===== src/rtl/decode_stage.sv =====
// RV32I decode stage: registered decode with a main + skid entry for full-rate valid/ready flow.
// Optional macro DECODE_RV32M_EN adds decoding of the RV32M multiply/divide group.
module decode_stage #(
    parameter int XLEN = 32,
    parameter int PC_W = 32
) (
    input  logic            clk,
    input  logic            rst,
    input  logic            flush,
    input  logic            in_valid,
    output logic            in_ready,
    input  logic [31:0]     in_inst,
    input  logic [PC_W-1:0] in_pc,
    output logic            out_valid,
    input  logic            out_ready,
    output logic [PC_W-1:0] out_pc,
    output logic [XLEN-1:0] out_imm,
    output logic [4:0]      out_rs1,
    output logic [4:0]      out_rs2,
    output logic [4:0]      out_rd,
    output logic [4:0]      out_exe_fun,
    output logic [1:0]      out_op1,
    output logic [2:0]      out_op2,
    output logic [1:0]      out_wb_sel,
    output logic            out_mem_wen,
    output logic            out_rf_wen,
    output logic [2:0]      out_funct3,
    output logic            out_illegal
);

    // Control encodings shared with define.vh; every *_X code is zero so a cleared entry is a NOP.
    localparam logic [4:0] ALU_X    = 5'd0;
    localparam logic [4:0] ALU_ADD  = 5'd1;
    localparam logic [4:0] ALU_SUB  = 5'd2;
    localparam logic [4:0] ALU_AND  = 5'd3;
    localparam logic [4:0] ALU_OR   = 5'd4;
    localparam logic [4:0] ALU_XOR  = 5'd5;
    localparam logic [4:0] ALU_SLL  = 5'd6;
    localparam logic [4:0] ALU_SRL  = 5'd7;
    localparam logic [4:0] ALU_SRA  = 5'd8;
    localparam logic [4:0] ALU_SLT  = 5'd9;
    localparam logic [4:0] ALU_SLTU = 5'd10;
    localparam logic [4:0] BR_BEQ   = 5'd11;
    localparam logic [4:0] BR_BNE   = 5'd12;
    localparam logic [4:0] BR_BLT   = 5'd13;
    localparam logic [4:0] BR_BGE   = 5'd14;
    localparam logic [4:0] BR_BLTU  = 5'd15;
    localparam logic [4:0] BR_BGEU  = 5'd16;
    localparam logic [4:0] ALU_JALR = 5'd17;
`ifdef DECODE_RV32M_EN
    localparam logic [4:0] ALU_MUL    = 5'd18;
    localparam logic [4:0] ALU_MULH   = 5'd19;
    localparam logic [4:0] ALU_MULHSU = 5'd20;
    localparam logic [4:0] ALU_MULHU  = 5'd21;
    localparam logic [4:0] ALU_DIV    = 5'd22;
    localparam logic [4:0] ALU_DIVU   = 5'd23;
    localparam logic [4:0] ALU_REM    = 5'd24;
    localparam logic [4:0] ALU_REMU   = 5'd25;
`endif

    localparam logic [1:0] OP1_X   = 2'd0;
    localparam logic [1:0] OP1_RS1 = 2'd1;
    localparam logic [1:0] OP1_PC  = 2'd2;

    localparam logic [2:0] OP2_X   = 3'd0;
    localparam logic [2:0] OP2_RS2 = 3'd1;
    localparam logic [2:0] OP2_IMI = 3'd2;
    localparam logic [2:0] OP2_IMS = 3'd3;
    localparam logic [2:0] OP2_IMJ = 3'd4;
    localparam logic [2:0] OP2_IMU = 3'd5;

    localparam logic [1:0] WB_X   = 2'd0;
    localparam logic [1:0] WB_ALU = 2'd1;
    localparam logic [1:0] WB_MEM = 2'd2;
    localparam logic [1:0] WB_PC  = 2'd3;

    localparam logic [6:0] OPC_LUI    = 7'b0110111;
    localparam logic [6:0] OPC_AUIPC  = 7'b0010111;
    localparam logic [6:0] OPC_JAL    = 7'b1101111;
    localparam logic [6:0] OPC_JALR   = 7'b1100111;
    localparam logic [6:0] OPC_BRANCH = 7'b1100011;
    localparam logic [6:0] OPC_LOAD   = 7'b0000011;
    localparam logic [6:0] OPC_STORE  = 7'b0100011;
    localparam logic [6:0] OPC_OPIMM  = 7'b0010011;
    localparam logic [6:0] OPC_OP     = 7'b0110011;
    localparam logic [6:0] OPC_MISC   = 7'b0001111;

    typedef enum logic [2:0] {IMM_NONE, IMM_I, IMM_S, IMM_B, IMM_U, IMM_J} imm_sel_t;

    typedef struct packed {
        logic [PC_W-1:0] pc;
        logic [XLEN-1:0] imm;
        logic [4:0]      rs1;
        logic [4:0]      rs2;
        logic [4:0]      rd;
        logic [4:0]      exe_fun;
        logic [1:0]      op1;
        logic [2:0]      op2;
        logic [1:0]      wb_sel;
        logic            mem_wen;
        logic            rf_wen;
        logic [2:0]      funct3;
        logic            illegal;
    } entry_t;

    function automatic logic [XLEN-1:0] sext(input logic [31:0] v);
        return XLEN'($signed(v));
    endfunction

    entry_t   dec;
    entry_t   main_q;
    entry_t   skid_q;
    logic     main_valid;
    logic     skid_empty;
    logic     legal;
    logic     sh_lo;
    logic     sh_ar;
    imm_sel_t imm_sel;
    logic [2:0] f3;
    logic [6:0] f7;

    assign f3 = in_inst[14:12];
    assign f7 = in_inst[31:25];

    // RV64 shift amounts are six bits wide, so only inst[31:26] carries funct bits there.
    assign sh_lo = (XLEN == 64) ? (in_inst[31:26] == 6'b000000) : (in_inst[31:25] == 7'b0000000);
    assign sh_ar = (XLEN == 64) ? (in_inst[31:26] == 6'b010000) : (in_inst[31:25] == 7'b0100000);

    always_comb begin
        dec        = '0;
        dec.pc     = in_pc;
        dec.rs1    = in_inst[19:15];
        dec.rs2    = in_inst[24:20];
        dec.rd     = in_inst[11:7];
        dec.funct3 = f3;
        imm_sel    = IMM_NONE;
        legal      = 1'b1;
        case (in_inst[6:0])
            OPC_LUI: begin
                dec.exe_fun = ALU_ADD; dec.op1 = OP1_X; dec.op2 = OP2_IMU;
                dec.wb_sel = WB_ALU; dec.rf_wen = 1'b1; imm_sel = IMM_U;
            end
            OPC_AUIPC: begin
                dec.exe_fun = ALU_ADD; dec.op1 = OP1_PC; dec.op2 = OP2_IMU;
                dec.wb_sel = WB_ALU; dec.rf_wen = 1'b1; imm_sel = IMM_U;
            end
            OPC_JAL: begin
                dec.exe_fun = ALU_ADD; dec.op1 = OP1_PC; dec.op2 = OP2_IMJ;
                dec.wb_sel = WB_PC; dec.rf_wen = 1'b1; imm_sel = IMM_J;
            end
            OPC_JALR: begin
                dec.exe_fun = ALU_JALR; dec.op1 = OP1_RS1; dec.op2 = OP2_IMI;
                dec.wb_sel = WB_PC; dec.rf_wen = 1'b1; imm_sel = IMM_I;
                legal = (f3 == 3'b000);
            end
            OPC_BRANCH: begin
                dec.op1 = OP1_RS1; dec.op2 = OP2_RS2; imm_sel = IMM_B;
                case (f3)
                    3'b000:  dec.exe_fun = BR_BEQ;
                    3'b001:  dec.exe_fun = BR_BNE;
                    3'b100:  dec.exe_fun = BR_BLT;
                    3'b101:  dec.exe_fun = BR_BGE;
                    3'b110:  dec.exe_fun = BR_BLTU;
                    3'b111:  dec.exe_fun = BR_BGEU;
                    default: legal = 1'b0;
                endcase
            end
            OPC_LOAD: begin
                dec.exe_fun = ALU_ADD; dec.op1 = OP1_RS1; dec.op2 = OP2_IMI;
                dec.wb_sel = WB_MEM; dec.rf_wen = 1'b1; imm_sel = IMM_I;
                legal = (f3 != 3'b011) && (f3 != 3'b110) && (f3 != 3'b111);
            end
            OPC_STORE: begin
                dec.exe_fun = ALU_ADD; dec.op1 = OP1_RS1; dec.op2 = OP2_IMS;
                dec.mem_wen = 1'b1; imm_sel = IMM_S;
                legal = (f3 == 3'b000) || (f3 == 3'b001) || (f3 == 3'b010);
            end
            OPC_OPIMM: begin
                dec.op1 = OP1_RS1; dec.op2 = OP2_IMI; dec.wb_sel = WB_ALU;
                dec.rf_wen = 1'b1; imm_sel = IMM_I;
                case (f3)
                    3'b000: dec.exe_fun = ALU_ADD;
                    3'b010: dec.exe_fun = ALU_SLT;
                    3'b011: dec.exe_fun = ALU_SLTU;
                    3'b100: dec.exe_fun = ALU_XOR;
                    3'b110: dec.exe_fun = ALU_OR;
                    3'b111: dec.exe_fun = ALU_AND;
                    3'b001: begin
                        dec.exe_fun = ALU_SLL;
                        legal = sh_lo;
                    end
                    default: begin
                        dec.exe_fun = sh_ar ? ALU_SRA : ALU_SRL;
                        legal = sh_lo || sh_ar;
                    end
                endcase
            end
            OPC_OP: begin
                dec.op1 = OP1_RS1; dec.op2 = OP2_RS2; dec.wb_sel = WB_ALU; dec.rf_wen = 1'b1;
                case (f7)
                    7'b0000000: begin
                        case (f3)
                            3'b000:  dec.exe_fun = ALU_ADD;
                            3'b001:  dec.exe_fun = ALU_SLL;
                            3'b010:  dec.exe_fun = ALU_SLT;
                            3'b011:  dec.exe_fun = ALU_SLTU;
                            3'b100:  dec.exe_fun = ALU_XOR;
                            3'b101:  dec.exe_fun = ALU_SRL;
                            3'b110:  dec.exe_fun = ALU_OR;
                            default: dec.exe_fun = ALU_AND;
                        endcase
                    end
                    7'b0100000: begin
                        case (f3)
                            3'b000:  dec.exe_fun = ALU_SUB;
                            3'b101:  dec.exe_fun = ALU_SRA;
                            default: legal = 1'b0;
                        endcase
                    end
`ifdef DECODE_RV32M_EN
                    7'b0000001: begin
                        case (f3)
                            3'b000:  dec.exe_fun = ALU_MUL;
                            3'b001:  dec.exe_fun = ALU_MULH;
                            3'b010:  dec.exe_fun = ALU_MULHSU;
                            3'b011:  dec.exe_fun = ALU_MULHU;
                            3'b100:  dec.exe_fun = ALU_DIV;
                            3'b101:  dec.exe_fun = ALU_DIVU;
                            3'b110:  dec.exe_fun = ALU_REM;
                            default: dec.exe_fun = ALU_REMU;
                        endcase
                    end
`endif
                    default: legal = 1'b0;
                endcase
            end
            OPC_MISC: ;  // FENCE: ordering is trivially met in-order, so it retires as a NOP
            default: legal = 1'b0;
        endcase

        case (imm_sel)
            IMM_I:   dec.imm = sext({{20{in_inst[31]}}, in_inst[31:20]});
            IMM_S:   dec.imm = sext({{20{in_inst[31]}}, in_inst[31:25], in_inst[11:7]});
            IMM_B:   dec.imm = sext({{19{in_inst[31]}}, in_inst[31], in_inst[7],
                                     in_inst[30:25], in_inst[11:8], 1'b0});
            IMM_U:   dec.imm = sext({in_inst[31:12], 12'b0});
            IMM_J:   dec.imm = sext({{11{in_inst[31]}}, in_inst[31], in_inst[19:12],
                                     in_inst[20], in_inst[30:21], 1'b0});
            default: dec.imm = '0;
        endcase

        if (!legal) begin
            dec.imm     = '0;
            dec.exe_fun = ALU_X;
            dec.op1     = OP1_X;
            dec.op2     = OP2_X;
            dec.wb_sel  = WB_X;
            dec.mem_wen = 1'b0;
            dec.rf_wen  = 1'b0;
            dec.illegal = 1'b1;
        end
        if (dec.rd == 5'd0)
            dec.rf_wen = 1'b0;
    end

    // An empty entry is held as all-zero so the outputs read as a NOP whenever out_valid is low.
    always_ff @(posedge clk or posedge rst) begin
        if (rst) begin
            main_q     <= '0;
            skid_q     <= '0;
            main_valid <= 1'b0;
            skid_empty <= 1'b1;
        end else if (flush) begin
            main_q     <= '0;
            skid_q     <= '0;
            main_valid <= 1'b0;
            skid_empty <= 1'b1;
        end else if (!main_valid || out_ready) begin
            if (!skid_empty) begin
                main_q     <= skid_q;
                main_valid <= 1'b1;
                skid_q     <= '0;
                skid_empty <= 1'b1;
            end else if (in_valid) begin
                main_q     <= dec;
                main_valid <= 1'b1;
            end else begin
                main_q     <= '0;
                main_valid <= 1'b0;
            end
        end else if (in_valid && skid_empty) begin
            skid_q     <= dec;
            skid_empty <= 1'b0;
        end
    end

    assign in_ready    = skid_empty;
    assign out_valid   = main_valid;
    assign out_pc      = main_q.pc;
    assign out_imm     = main_q.imm;
    assign out_rs1     = main_q.rs1;
    assign out_rs2     = main_q.rs2;
    assign out_rd      = main_q.rd;
    assign out_exe_fun = main_q.exe_fun;
    assign out_op1     = main_q.op1;
    assign out_op2     = main_q.op2;
    assign out_wb_sel  = main_q.wb_sel;
    assign out_mem_wen = main_q.mem_wen;
    assign out_rf_wen  = main_q.rf_wen;
    assign out_funct3  = main_q.funct3;
    assign out_illegal = main_q.illegal;

endmodule


===== config.mk =====
export PLATFORM = sky130hd
export DESIGN_NAME = decode_stage
export DESIGN_NICKNAME = d
export VERILOG_FILES = /design/src/rtl/decode_stage.sv
export SDC_FILE = /design/constraint.sdc
export NUM_CORES = 1
export LEC_CHECK = 0
export CORE_MARGIN = 2
export CORE_UTILIZATION = 35
export CTS_CLUSTER_SIZE = 40
export DETAILED_ROUTE_END_ITERATION = 8
export SETUP_SLACK_MARGIN = 0.3
export SLEW_MARGIN = 10
export SYNTH_ARGS = -nofsm -noshare
export SYNTH_HDL_FRONTEND = slang
export SYNTH_SLANG_ARGS = --single-unit

===== constraint.sdc =====
create_clock -name clk -period 13.6 [get_ports clk]
set_input_delay 2.72 -clock clk [delete_from_list [all_inputs] [get_ports clk]]
set_output_delay 2.72 -clock clk [all_outputs]
set_load 0.1 [all_outputs]

== After elaboration in Yosys (flattened, before gate mapping) ==
Index checks and enable logic that the tools add are counted.
Cells by class
  eq/ne operators: 27
  mux-type cells: 36
  reductions and logical operators: 23
Operators by type and width (count)
  $mux W97: 8
  $pmux W32 S5: 1
  $pmux W10 S9: 1
  $pmux W4 S7: 2
  $mux W32: 1
  $pmux W5 S6: 1
  $eq A7 B6 Y1 const B: 4
  $eq A7 B7 Y1 const B: 3
  $eq A3 B3 Y1 const B: 6
  $pmux W4 S2: 2
  $pmux W3 S5: 1
  $eq A7 B5 Y1 const B: 2
  $mux W14: 1
  $mux W1: 13
  $eq A3 B2 Y1 const B: 4
  $reduce_or A6 Y1: 2
  $ne A3 B3 Y1 const B: 3
  $reduce_or A4 Y1: 2
  $eq A7 B2 Y1 const B: 1
  $eq A7 B4 Y1 const B: 1
  $logic_not A7 Y1: 1
  $pmux W1 S7: 1
  $reduce_or A7 Y1: 1
  $eq A3 B1 Y1 const B: 2
  other kinds (14): 22
Storage, ports and cells
  register bits: 196
  bits of input ports: 69

== Logic depth before layout (Yosys ltp) ==
Gate-level depths: netlist of run 1.
  depth after elaboration: 11
  gate-level depth with buffers: 8
  gate-level depth less buffers: 5

== Least setup slack after synthesis of run 1 ==
No wires, ideal clock.
  path type: input to register
  start: input in_inst[2]
  end: register skid_q[0] in the netlist's numbering
  arrival time: 4371 ps
  required time: 13479 ps
  setup slack: 9108 ps
  stages on the path: 8
  buffers on the path: 3
  cell sequence: clkbuf_1 or4bb_1 nor4_2 a22oi_1 o211a_2 buf_6 buf_2 a22o_1
On the way
  cells in the longest elaborated chain, start to end: 7
  elaborated cells on any way between the ends: 16
  those cells by class: eq/ne: 10; mux: 5; reduce/logical: 1
RTL lines
  from (decl): RTL line 12  | input logic [31:0] in_inst,
  $eq A7 B7 Y1, or another cell as far along: RTL line 138  | case (in_inst[6:0])
  $reduce_or A4 Y1 (no line)
  $pmux W1 S7 *: RTL line 138
  $mux W1 *: RTL line 252  | if (!legal) begin
  $mux W97 *: RTL line 291  | end else if (in_valid && skid_empty) begin
  $mux W97 *: RTL line 278  | end else if (!main_valid || out_ready) begin
  $mux W97 *: RTL line 273  | end else if (flush) begin
  to (signal assigned): RTL line 275  | skid_q <= '0;
  to (signal assigned): RTL line 282  | skid_q <= '0;
  to (signal assigned): RTL line 292  | skid_q <= dec;
  to (decl): RTL line 112  | entry_t skid_q;
Every way passes the cells marked *; elsewhere a longest branch is shown, timed or not. The select of a mux whose other input is x is not followed.
A chain may end at the register's enable or synchronous reset.

== Final worst setup path of run 1 ==
  start: input in_inst[2]
  end: register skid_q[42] in the netlist's numbering
On the way
  cells in the longest elaborated chain, start to end: 9
  elaborated cells on any way between the ends: 25
  those cells by class: eq/ne: 15; mux: 7; reduce/logical: 3
RTL lines
  $eq A7 B5 Y1, or another cell as far along: RTL line 138
  $reduce_or A3 Y1 (no line) / $reduce_or A2 Y1 (equally long branches)
  $pmux W3 S5: RTL line 138
  $eq A3 B3 Y1, or another cell as far along: RTL line 241  | case (imm_sel)
  $pmux W32 S5: RTL line 241
  $mux W32 *: RTL line 252
  $mux W97 *: RTL line 291
  $mux W97 *: RTL line 278
  $mux W97 *: RTL line 273
Marks and branches as above.

==> flow_summary_export.csv, run 1 <==
group,metric,value,unit
cts,cts-root-buf,"clkbuf_16",
cts,insertion_delay,0.43,ns
floorplanning,fp.dieArea,26240,sq um
power_and_ir_drop,clock_group_share_of_total_power,0.394,
synthesis,ys_top_cells_by_area,"dfrtp_1 (56%), a22oi_1 (8.9%), nand2_1 (5.5%)",
cts,clock_path_buffers,2,
synthesis,yosysSeqAreaShare,0.5616,
synthesis,async_flop_share,1.000,
drt,drtAntennaViolNets,0,
finish,ratio_of_cells_with_drive_above_1_in_the_final_layout,0.06735,
floorplanning,rows,57,
critical_path,reg2reg_to,"skid_q[3]$_DFFE_PP0P_",
finish,antenna-diode-count,0,
timing,grt_setup_unrepaired,"no",
floorplanning,floorplan.core_area,24390,sq um
cts,clkSinkCount,196,
critical_path,critPathCapture,"skid_q[42]$_DFFE_PP0P_",
power_and_ir_drop,combinationalPowerShare,0.136,
place,placement.io_buffers,167,
drt,vias,7337,
timing,skew,0.01206,ns
timing,finalHoldViolations,0,
timing,drv_slew,0,
synthesis,yosysTopAreaCellShare,0.5586,
cts,cts-buffers-inserted,17,
critical_path,cp_slowest_stage_delay,0.71,ns
critical_path,cp.required,13.89,ns
floorplanning,top_level_ports,168,
timing,layout_worst_path_cycle_share,0.4119,
power_and_ir_drop,power_switching_share,0.3037,
critical_path,timing.critical_path.cells,"clkdlybuf4s50_1, and3_1, and2_1, a211oi_1, o211a_2, buf_4, o21ai_0",
synthesis,yosys_warnings,0,
synthesis,post_synth_instance_area,8736,sq um
finish,finalNonFillerCells,1304,
global_routing,maximum_number_of_pins_on_one_net_before_global_route_repair,125,
critical_path,critical_path.max_fanout,61,
finish,synthToLayoutAreaGrowth,28.36,%
global_routing,global_route_wire_length_before_repair,41.65,mm
cts,cts-htree-levels,4,
floorplanning,die_x,162.0,microns
critical_path,timing.reg2reg.setup_slack,10.61,ns
cts,cts_repair_resize_count,0,
synthesis,post_synth_num_cell_types,51,
run,drv.max_cap_violation_count,0,
critical_path,worst_r2r_startpoint,"in_ready$_DFFE_PP1P_",
cts,clk_transition_reported_paths,0.07,ns
place,dp_cells,1272,
synthesis,synth_most_common_cell,"dfrtp_1",
power_and_ir_drop,reported_leakage_power,4.567,nW
synthesis,synth.net_count,916,
power_and_ir_drop,power.net_switching,0.0003869,W
global_routing,grtUsageTotal,0.2008,
global_routing,global_route_met3_usage,0.04392,
drt,drt_drc_violations_left,0,
power_and_ir_drop,p_per_area,113.6,nW/um^2
synthesis,ffs_latches_synth,196,
timing,clock.fmax,0.1785,GHz
synthesis,synth_commonest_cells,"dfrtp_1 (195), nand2_1 (128), a22oi_1 (103), o21ai_0 (92), clkbuf_1 (68)",
critical_path,startpoint,"in_inst[2]",
place,dp_hpwl,16.35,mm
cts,post-cts-setup-buffer-count,0,
timing,max-slew-margin-rel,0.2150,
global_routing,initial_antenna_violation_count,0,
synthesis,yosysTopAreaCell,"dfrtp_1",
drt,drt-vias-per-instance,5.627,
finish,final_layout_net_count,1036,
floorplanning,die_h,162.0,microns
global_routing,grt_most_used_layer,"met2",
drt,initial_drt_markers,754,
power_and_ir_drop,power.ir.vdd_worst,0.08324,mV
critical_path,critPathSlowestCell,"clkdlybuf4s50_1",
power_and_ir_drop,sequentialPowerShare,0.470,
global_routing,met2_usage,0.3070,
cts,cts_tree,"done",
place,gp_routability_congestion,0.8996,
finish,finish.utilization,0.4597,
synthesis,gate_count_after_technology_mapping,847,
cts,cts_hold_repair.buffers,0,
critical_path,timing.critical_path.from_type,"input port",
hold_path,hold_path_class,"reg -> reg",
global_routing,grt-ovfl-total,0,
timing,tightestPinTransition,1.175,ns
critical_path,worstSetupEndpointType,"register",
synthesis,avgSynthCellArea,10.31,sq um
floorplanning,initial_utilization,0.3582,
timing,tns,0,ns
global_routing,grt_pass1_vias,7209,
synthesis,synthFlopType,"dfrtp_1",
critical_path,timing_worst_setup_path_type,"in -> reg",
timing,setup-violations-final,0,
power_and_ir_drop,power.internal,0.0008870,W
critical_path,arrival_time_of_the_worst_setup_path,5.89,ns
drt,wirelength,26.31,mm
drt,drt_first_pass_iters,5,
hold_path,min-delay-start,"out_rd[2]$_DFFE_PP0P_",
critical_path,reg2regPathDepth,5,
timing,min_clock_period_post_route,5.602,ns
synthesis,number_of_enable_type_register_cells_in_the_synthesized_netlist,0,
drt,wire_per_inst,20.18,microns
global_routing,grtUsageMet1,0.2931,
status,status,"complete, no violations",
metal layers:
layer | wire (microns) | share of wire
met1 | 12280 | 0.47
met2 | 12030 | 0.46
met3 | 1740 | 0.066
met4 | 257 | 0.0098
met5 | 0 | 0
cells in the final DEF (no fill, tap or decap), drive strengths merged, types with 4 or more instances in the layout:
master / netlist / final
inv: 7 / 13
nor2: 15 / 15
clkdlybuf4s50: 0 / 167
o31ai: 61 / 61
nand2b: 4 / 4
buf: 10 / 12
nand2: 128 / 128
clkinv: 0 / 8
dfrtp: 195 / 195
a22oi: 103 / 103
clkbuf: 68 / 18
a21oi: 30 / 30
o21ai: 92 / 92
nor2b: 7 / 7
nor3: 5 / 5
nand3: 20 / 20
a22o: 53 / 53
sequential cells by signal, summed over array words and instances (netlist names):
register,cells
out_rs2,5
out_funct3,3
out_pc,32
out_illegal,1
out_rf_wen,1
out_exe_fun,5
out_rs1,5
out_wb_sel,2
skid_q,97
out_mem_wen,1
out_valid,1
out_imm,32
in_ready,1
out_op2,3
out_op1,2
out_rd,5
cell type report:
| class | instances | area (sq um) |
|---|---|---|
| Inverter | 7 | 33.78 |
| Clock inverter | 14 | 160.2 |
| Multi-Input combinational cell | 566 | 3517 |
| Clock buffer | 18 | 429.2 |
| Fill cell | 2313 | 13180 |
| Tap cell | 324 | 405.4 |
| Sequential cell | 196 | 4906 |
| Timing Repair Buffer | 179 | 1762 |
critical path: cells and delay by family:
family / cells / cell delay (ns)
buffers and inverters: 2 / 1.34
AO/OA/AOI/OAI: 3 / 1.07
AND/OR/NAND/NOR: 2 / 0.70
metrics by stage:
step	worst slack [ns]	instance area, sq um	total power, W	hold WS, ns
after global routing	7.769	11210	0.001327	0.5044
after global placement	7.766	10620	0.0007840	0.4598
after floorplan	5.541	8736	0.0007192	0.4494
after detailed placement	7.686	10620	0.0007840	0.4668
final	7.998	11210	0.001274	0.4764
after CTS	8.063	11210	0.001287	0.4844
power groups by stage:
stage / combinational [W] / clock, W / sequential (W)
floorplan: 0.0000552 / 0 / 0.000664
global placement: 0.000173 / 0 / 0.000611
detailed placement: 0.000173 / 0 / 0.000611
CTS: 0.000174 / 0.000514 / 0.000599
global route: 0.000184 / 0.000542 / 0.000601
finish: 0.000173 / 0.000502 / 0.000599
how the worst min path moves through the flow:
stage                                   to  depth (start not counted)
floorplan           skid_q[11]$_DFFE_PP0P_                          2
global placement     out_pc[6]$_DFFE_PP0P_                          2
detailed placement  skid_q[58]$_DFFE_PP0P_                          2
CTS                 skid_q[58]$_DFFE_PP0P_                          2
global route        skid_q[14]$_DFFE_PP0P_                          2
finish               out_rd[2]$_DFFE_PP0P_                          2
cell families after synthesis:
| logic type | count (synthesis) | share of synthesized area |
|---|---|---|
| flip-flops | 196 | 0.5616 |
| XOR/XNOR | 1 | 0.001003 |
| AO/OA/AOI/OAI | 360 | 0.2896 |
| AND/OR/NAND/NOR | 203 | 0.1054 |
| buffers and inverters | 85 | 0.04010 |
| multiplexers | 2 | 0.002292 |
No activity file was read; power rests on OpenSTA's default activity.
==> run 2: changes to the inputs <==
==> constraint.sdc (replaced) <==
create_clock -name clk -period 5.58 [get_ports clk]
set_input_delay 1.116 -clock clk [delete_from_list [all_inputs] [get_ports clk]]
set_output_delay 1.116 -clock clk [all_outputs]
set_load 0.1 [all_outputs]
==> flow_summary_export.csv, run 2 (synthesis results as in run 1) <==
group,metric,value,unit
global_routing,grt-ovfl-total,0,
power_and_ir_drop,reported_leakage_power,4.612,nW
cts,post-cts-setup-buffer-count,0,
hold_path,hold_path_class,"reg -> reg",
drt,drt_drc_violations_left,0,
critical_path,cp.required,5.89,ns
finish,largest_register_ffs,97,
status,status,"complete, no violations",
finish,antenna-diode-count,0,
finish,final_cell_mix,"dfrtp_1 (195), clkdlybuf4s50_1 (167), nand2_1 (127), a22oi_1 (103), o21ai_0 (92)",
finish,synthToLayoutAreaGrowth,29.40,%
timing,finalHoldViolations,0,
timing,tns,0,ns
place,dp_hpwl,17.06,mm
floorplanning,floorplan.core_area,24390,sq um
power_and_ir_drop,power.ir.vdd_worst,0.1575,mV
floorplanning,fp.dieArea,26240,sq um
critical_path,critical_path.max_fanout,57,
timing,drv_slew,0,
cts,clk_transition_reported_paths,0.08,ns
critical_path,timing.critical_path.cells,"clkdlybuf4s50_1, and3_1, and2_1, a211oi_1, o211a_4, buf_4, o31ai_1",
finish,stdcell_area,11300,sq um
finish,leading_cell_type_in_the_layout_fill_and_taps_excluded,"dfrtp_1",
floorplanning,die_x,162.0,microns
global_routing,grt_pass1_vias,7247,
global_routing,initial_antenna_violation_count,0,
finish,final_layout_net_count,1041,
cts,cts_tree,"done",
finish,max_flop_register,"skid_q",
run,drv.max_cap_violation_count,0,
critical_path,timing_worst_setup_path_type,"in -> reg",
finish,num-fill-cells,2369,
global_routing,maximum_number_of_pins_on_one_net_before_global_route_repair,143,
critical_path,critPathSlowestCell,"clkdlybuf4s50_1",
cts,cts_repair_resize_count,0,
finish,multi_input_comb_area,3525,sq um
place,placement.io_buffers,167,
finish,ratio_of_cells_with_drive_above_1_in_the_final_layout,0.07310,
timing,tightestPinTransition,1.119,ns
cts,cts_hold_repair.buffers,0,
drt,wirelength,26.90,mm
critical_path,arrival_time_of_the_worst_setup_path,4.06,ns
drt,drtAntennaViolNets,0,
floorplanning,top_level_ports,168,
drt,wire_per_inst,20.55,microns
global_routing,grtUsageTotal,0.2065,
critical_path,worstSetupEndpointType,"register",
power_and_ir_drop,p_per_area,281.2,nW/um^2
drt,initial_drt_markers,694,
cts,cts-buffers-inserted,17,
timing,skew,0.009558,ns
cts,insertion_delay,0.44,ns
drt,drt-vias-per-instance,5.688,
cts,clock_path_buffers,2,
cts,clkSinkCount,196,
critical_path,cp_slowest_stage_delay,0.71,ns
drt,vias,7445,
timing,layout_worst_path_cycle_share,0.6725,
timing,min_clock_period_post_route,3.752,ns
place,dpl-instance-area,10680,sq um
floorplanning,rows,57,
timing,grt_setup_unrepaired,"no",
floorplanning,die_h,162.0,microns
finish,sequential_cell_area,4906,sq um
place,gp_routability_congestion,0.7962,
timing,clock.fmax,0.2665,GHz
drt,drt_first_pass_iters,5,
cts,cts-root-buf,"clkbuf_16",
critical_path,timing.critical_path.from_type,"input port",
cts,cts-htree-levels,4,
timing,max-slew-margin-rel,0.2524,
floorplanning,initial_utilization,0.3582,
timing,setup-violations-final,0,
global_routing,global_route_wire_length_before_repair,42.70,mm
==> run 2: changes by cell type in the layout (fill, tap and decap cells not counted) <==
cell | before | now
inv_6 | 2 | 4
clkinvlp_4 | 0 | 1
clkinv_4 | 5 | 2
buf_4 | 12 | 15
bufinv_16 | 0 | 2
clkinv_8 | 3 | 2
buf_12 | 0 | 2
inv_8 | 4 | 3
inv_12 | 1 | 0
o211a_4 | 0 | 1
clkinv_2 | 0 | 2
clkbuf_1 | 1 | 0
o211a_2 | 1 | 0
==> run 2: path summary, 6_finish.rpt <==
| check | from | to | slack, ns | depth (start not counted) |
|---|---|---|---|---|
| setup / recovery | in_inst[2] | out_imm[26]$_DFFE_PP0P_ | 1.83 | 7 |
| hold / removal | out_pc[8]$_DFFE_PP0P_ | out_pc[8]$_DFFE_PP0P_ | 0.48 | 2 |
| setup reg to reg | in_ready$_DFFE_PP1P_ | skid_q[63]$_DFFE_PP0P_ | 3.16 | 4 |
| hold reg to reg | out_pc[8]$_DFFE_PP0P_ | out_pc[8]$_DFFE_PP0P_ | 0.48 | 2 |
| max in group asynchronous | rst | out_imm[17]$_DFFE_PP0P_ | 3.66 | 3 |
| min in group asynchronous | rst | out_pc[21]$_DFFE_PP0P_ | 0.91 | 2 |
==> run 2: critical path: cells and delay by family <==
kind / cells / cell delay (ns)
AND/OR/NAND/NOR: 2 / 0.71
AO/OA/AOI/OAI: 3 / 1.14
buffers and inverters: 2 / 1.07
==> run 2: stage by stage <==
step / utilization / hold WS [ns] / instances / power (W) / setup WS [ns]
after floorplan: - / 0.4494 / 847 / 0.001753 / 1.932
after global placement: 0.4380 / 0.4589 / 1277 / 0.001918 / 1.049
final: 0.4635 / 0.4791 / 1309 / 0.003178 / 1.828
after CTS: 0.4632 / 0.4840 / 1309 / 0.003211 / 1.513
after global routing: 0.4635 / 0.4993 / 1309 / 0.003299 / 1.599
after detailed placement: 0.4380 / 0.4665 / 1277 / 0.001918 / 1.037
==> run 2: layout make-up <==
type,instances,share of cell area
multi-input cells,566,0.3118
well taps,324,0.03586
clock buffers,17,0.03763
flip-flops and latches,196,0.4340
inverters,7,0.002656
clock inverters,15,0.01671
repair buffers,184,0.1614
==> run 2: layer usage <==
metal	GRT usage	vias to the layer above	wire length [microns]
met1	0.3101	3735	12960
met3	0.04162	15	1636
met4	0.04706	0	250
met2	0.3072	291	12060
met5	0	-	0
li1	-	3404	-
==> run 2: power by group <==
part	internal (W)	switching [W]
logic	0.000116	0.000312
registers	0.00145	0.0000147
clock network	0.000684	0.000605
==> run 3: changes to the inputs <==
==> constraint.sdc (replaced) <==
create_clock -name clk -period 3.2 [get_ports clk]
set_input_delay 0.64 -clock clk [delete_from_list [all_inputs] [get_ports clk]]
set_output_delay 0.64 -clock clk [all_outputs]
set_load 0.1 [all_outputs]
==> flow_summary_export.csv, run 3 (synthesis results as in run 1) <==
group,metric,value,unit
finish,antenna-diode-count,0,
run,drv.max_cap_violation_count,0,
finish,final_layout_net_count,1069,
global_routing,grtUsageTotal,0.2059,
power_and_ir_drop,power,0.005493,W
cts,cts-htree-levels,4,
cts,clock_path_buffers,2,
timing,clock.fmax,0.3768,GHz
cts,cts_hold_repair.buffers,0,
finish,ratio_of_cells_with_drive_above_1_in_the_final_layout,0.1955,
critical_path,cp.required,3.54,ns
timing,max-slew-margin-rel,0.5220,
critical_path,critical_path.max_fanout,27,
power_and_ir_drop,reported_leakage_power,4.957,nW
cts,post-cts-setup-buffer-count,0,
timing,finalHoldViolations,0,
status,status,"complete, no violations",
hold_path,hold_path_class,"reg -> reg",
global_routing,grt_pass1_vias,7275,
global_routing,global_route_wire_length_before_repair,42.28,mm
timing,layout_worst_path_cycle_share,0.8294,
finish,final_cell_mix,"dfrtp_1 (195), buf_4 (136), nand2_1 (127), a22oi_1 (103), o21ai_0 (92)",
finish,largest_register_ffs,97,
global_routing,grt-ovfl-total,0,
cts,cts-buffers-inserted,17,
finish,leading_cell_type_in_the_layout_fill_and_taps_excluded,"dfrtp_1",
critical_path,timing_worst_setup_path_type,"in -> reg",
timing,tns,0,ns
timing,setup-violations-final,0,
critical_path,arrival_time_of_the_worst_setup_path,3.00,ns
place,dpl-instance-area,10720,sq um
cts,cts_tree,"done",
place,placement.io_buffers,167,
cts,clk_transition_reported_paths,0.08,ns
drt,wirelength,26.66,mm
cts,insertion_delay,0.43,ns
drt,drt_drc_violations_left,0,
drt,drtAntennaViolNets,0,
drt,vias,7480,
global_routing,initial_antenna_violation_count,0,
global_routing,maximum_number_of_pins_on_one_net_before_global_route_repair,75,
drt,initial_drt_markers,748,
timing,final_critical_path_setup_slack,0.5459,ns
drt,drt_first_pass_iters,5,
cts,clkSinkCount,196,
critical_path,worstSetupEndpointType,"register",
finish,sequential_cell_area,4906,sq um
finish,synthToLayoutAreaGrowth,29.56,%
floorplanning,initial_utilization,0.3582,
floorplanning,die_h,162.0,microns
power_and_ir_drop,p_per_area,485.3,nW/um^2
floorplanning,top_level_ports,168,
place,dp_cells,1305,
cts,cts-root-buf,"clkbuf_16",
floorplanning,die_x,162.0,microns
place,gp_routability_congestion,0.8850,
place,dp_slack,0.07984,ns
power_and_ir_drop,power.ir.vdd_worst,0.3168,mV
finish,finalNonFillerCells,1337,
timing,min_clock_period_post_route,2.654,ns
finish,num-fill-cells,2344,
finish,stdcell_area,11320,sq um
finish,max_flop_register,"skid_q",
floorplanning,floorplan.core_area,24390,sq um
drt,drt-vias-per-instance,5.595,
floorplanning,rows,57,
place,dp_hpwl,17.83,mm
timing,drv_slew,0,
drt,wire_per_inst,19.94,microns
timing,tightestPinTransition,0.7154,ns
cts,cts_repair_resize_count,0,
finish,multi_input_comb_area,3517,sq um
critical_path,timing.critical_path.from_type,"input port",
floorplanning,fp.dieArea,26240,sq um
timing,skew,0.01347,ns
timing,grt_setup_unrepaired,"no",
run 3: path summary, 6_finish.rpt:
path | start | endpoint | slack (ns) | cells past startpoint
worst min-delay path | skid_q[14]$_DFFE_PP0P_ | skid_q[14]$_DFFE_PP0P_ | 0.48 | 2
worst max register to register | in_ready$_DFFE_PP1P_ | skid_q[61]$_DFFE_PP0P_ | 1.24 | 5
max in group asynchronous | rst | skid_q[64]$_DFFE_PP0P_ | 1.83 | 3
worst max-delay path | in_inst[31] | skid_q[36]$_DFFE_PP0P_ | 0.55 | 7
min in group asynchronous | rst | skid_q[22]$_DFFE_PP0P_ | 0.63 | 2
worst min register to register | skid_q[14]$_DFFE_PP0P_ | skid_q[14]$_DFFE_PP0P_ | 0.48 | 2
run 3: metrics by stage:
stage                     hold WS [ns]  utilization
after CTS                       0.4837       0.4640
after global routing            0.5067       0.4640
after global placement          0.4606       0.4395
after detailed placement        0.4665       0.4395
final                           0.4808       0.4640
after floorplan                 0.4494            -
run 3: per-layer routing:
layer,track usage,up-vias,share of wire
met5,0,-,0
met4,0.05752,0,0.017
met3,0.04188,28,0.063
met2,0.3062,258,0.45
met1,0.3050,3726,0.47
li1,-,3468,-
run 3: critical path, cell delays in order:
cell and delay [ns]:
clkdlybuf4s50_1 0.49, or4_1 0.69, nor4_2 0.34, a22oi_1 0.12
o211a_2 0.18, buf_4 0.25, o31ai_1 0.27
run 3: report_power, final:
group	leakage [nW]	switching, W	internal (W)	total (W)
clock network	0.293	0.00104	0.00114	0.00218
registers	2.70	0.0000260	0.00252	0.00255
logic	1.96	0.000548	0.000217	0.000765
run 3: final cells by class:
cell class              instances  area share
repair buffers                212      0.1645
clock buffers                  19     0.03913
well taps                     324     0.03582
clock inverters                13     0.01371
flip-flops and latches        196      0.4334
multi-input cells             566      0.3107
inverters                       7    0.002653
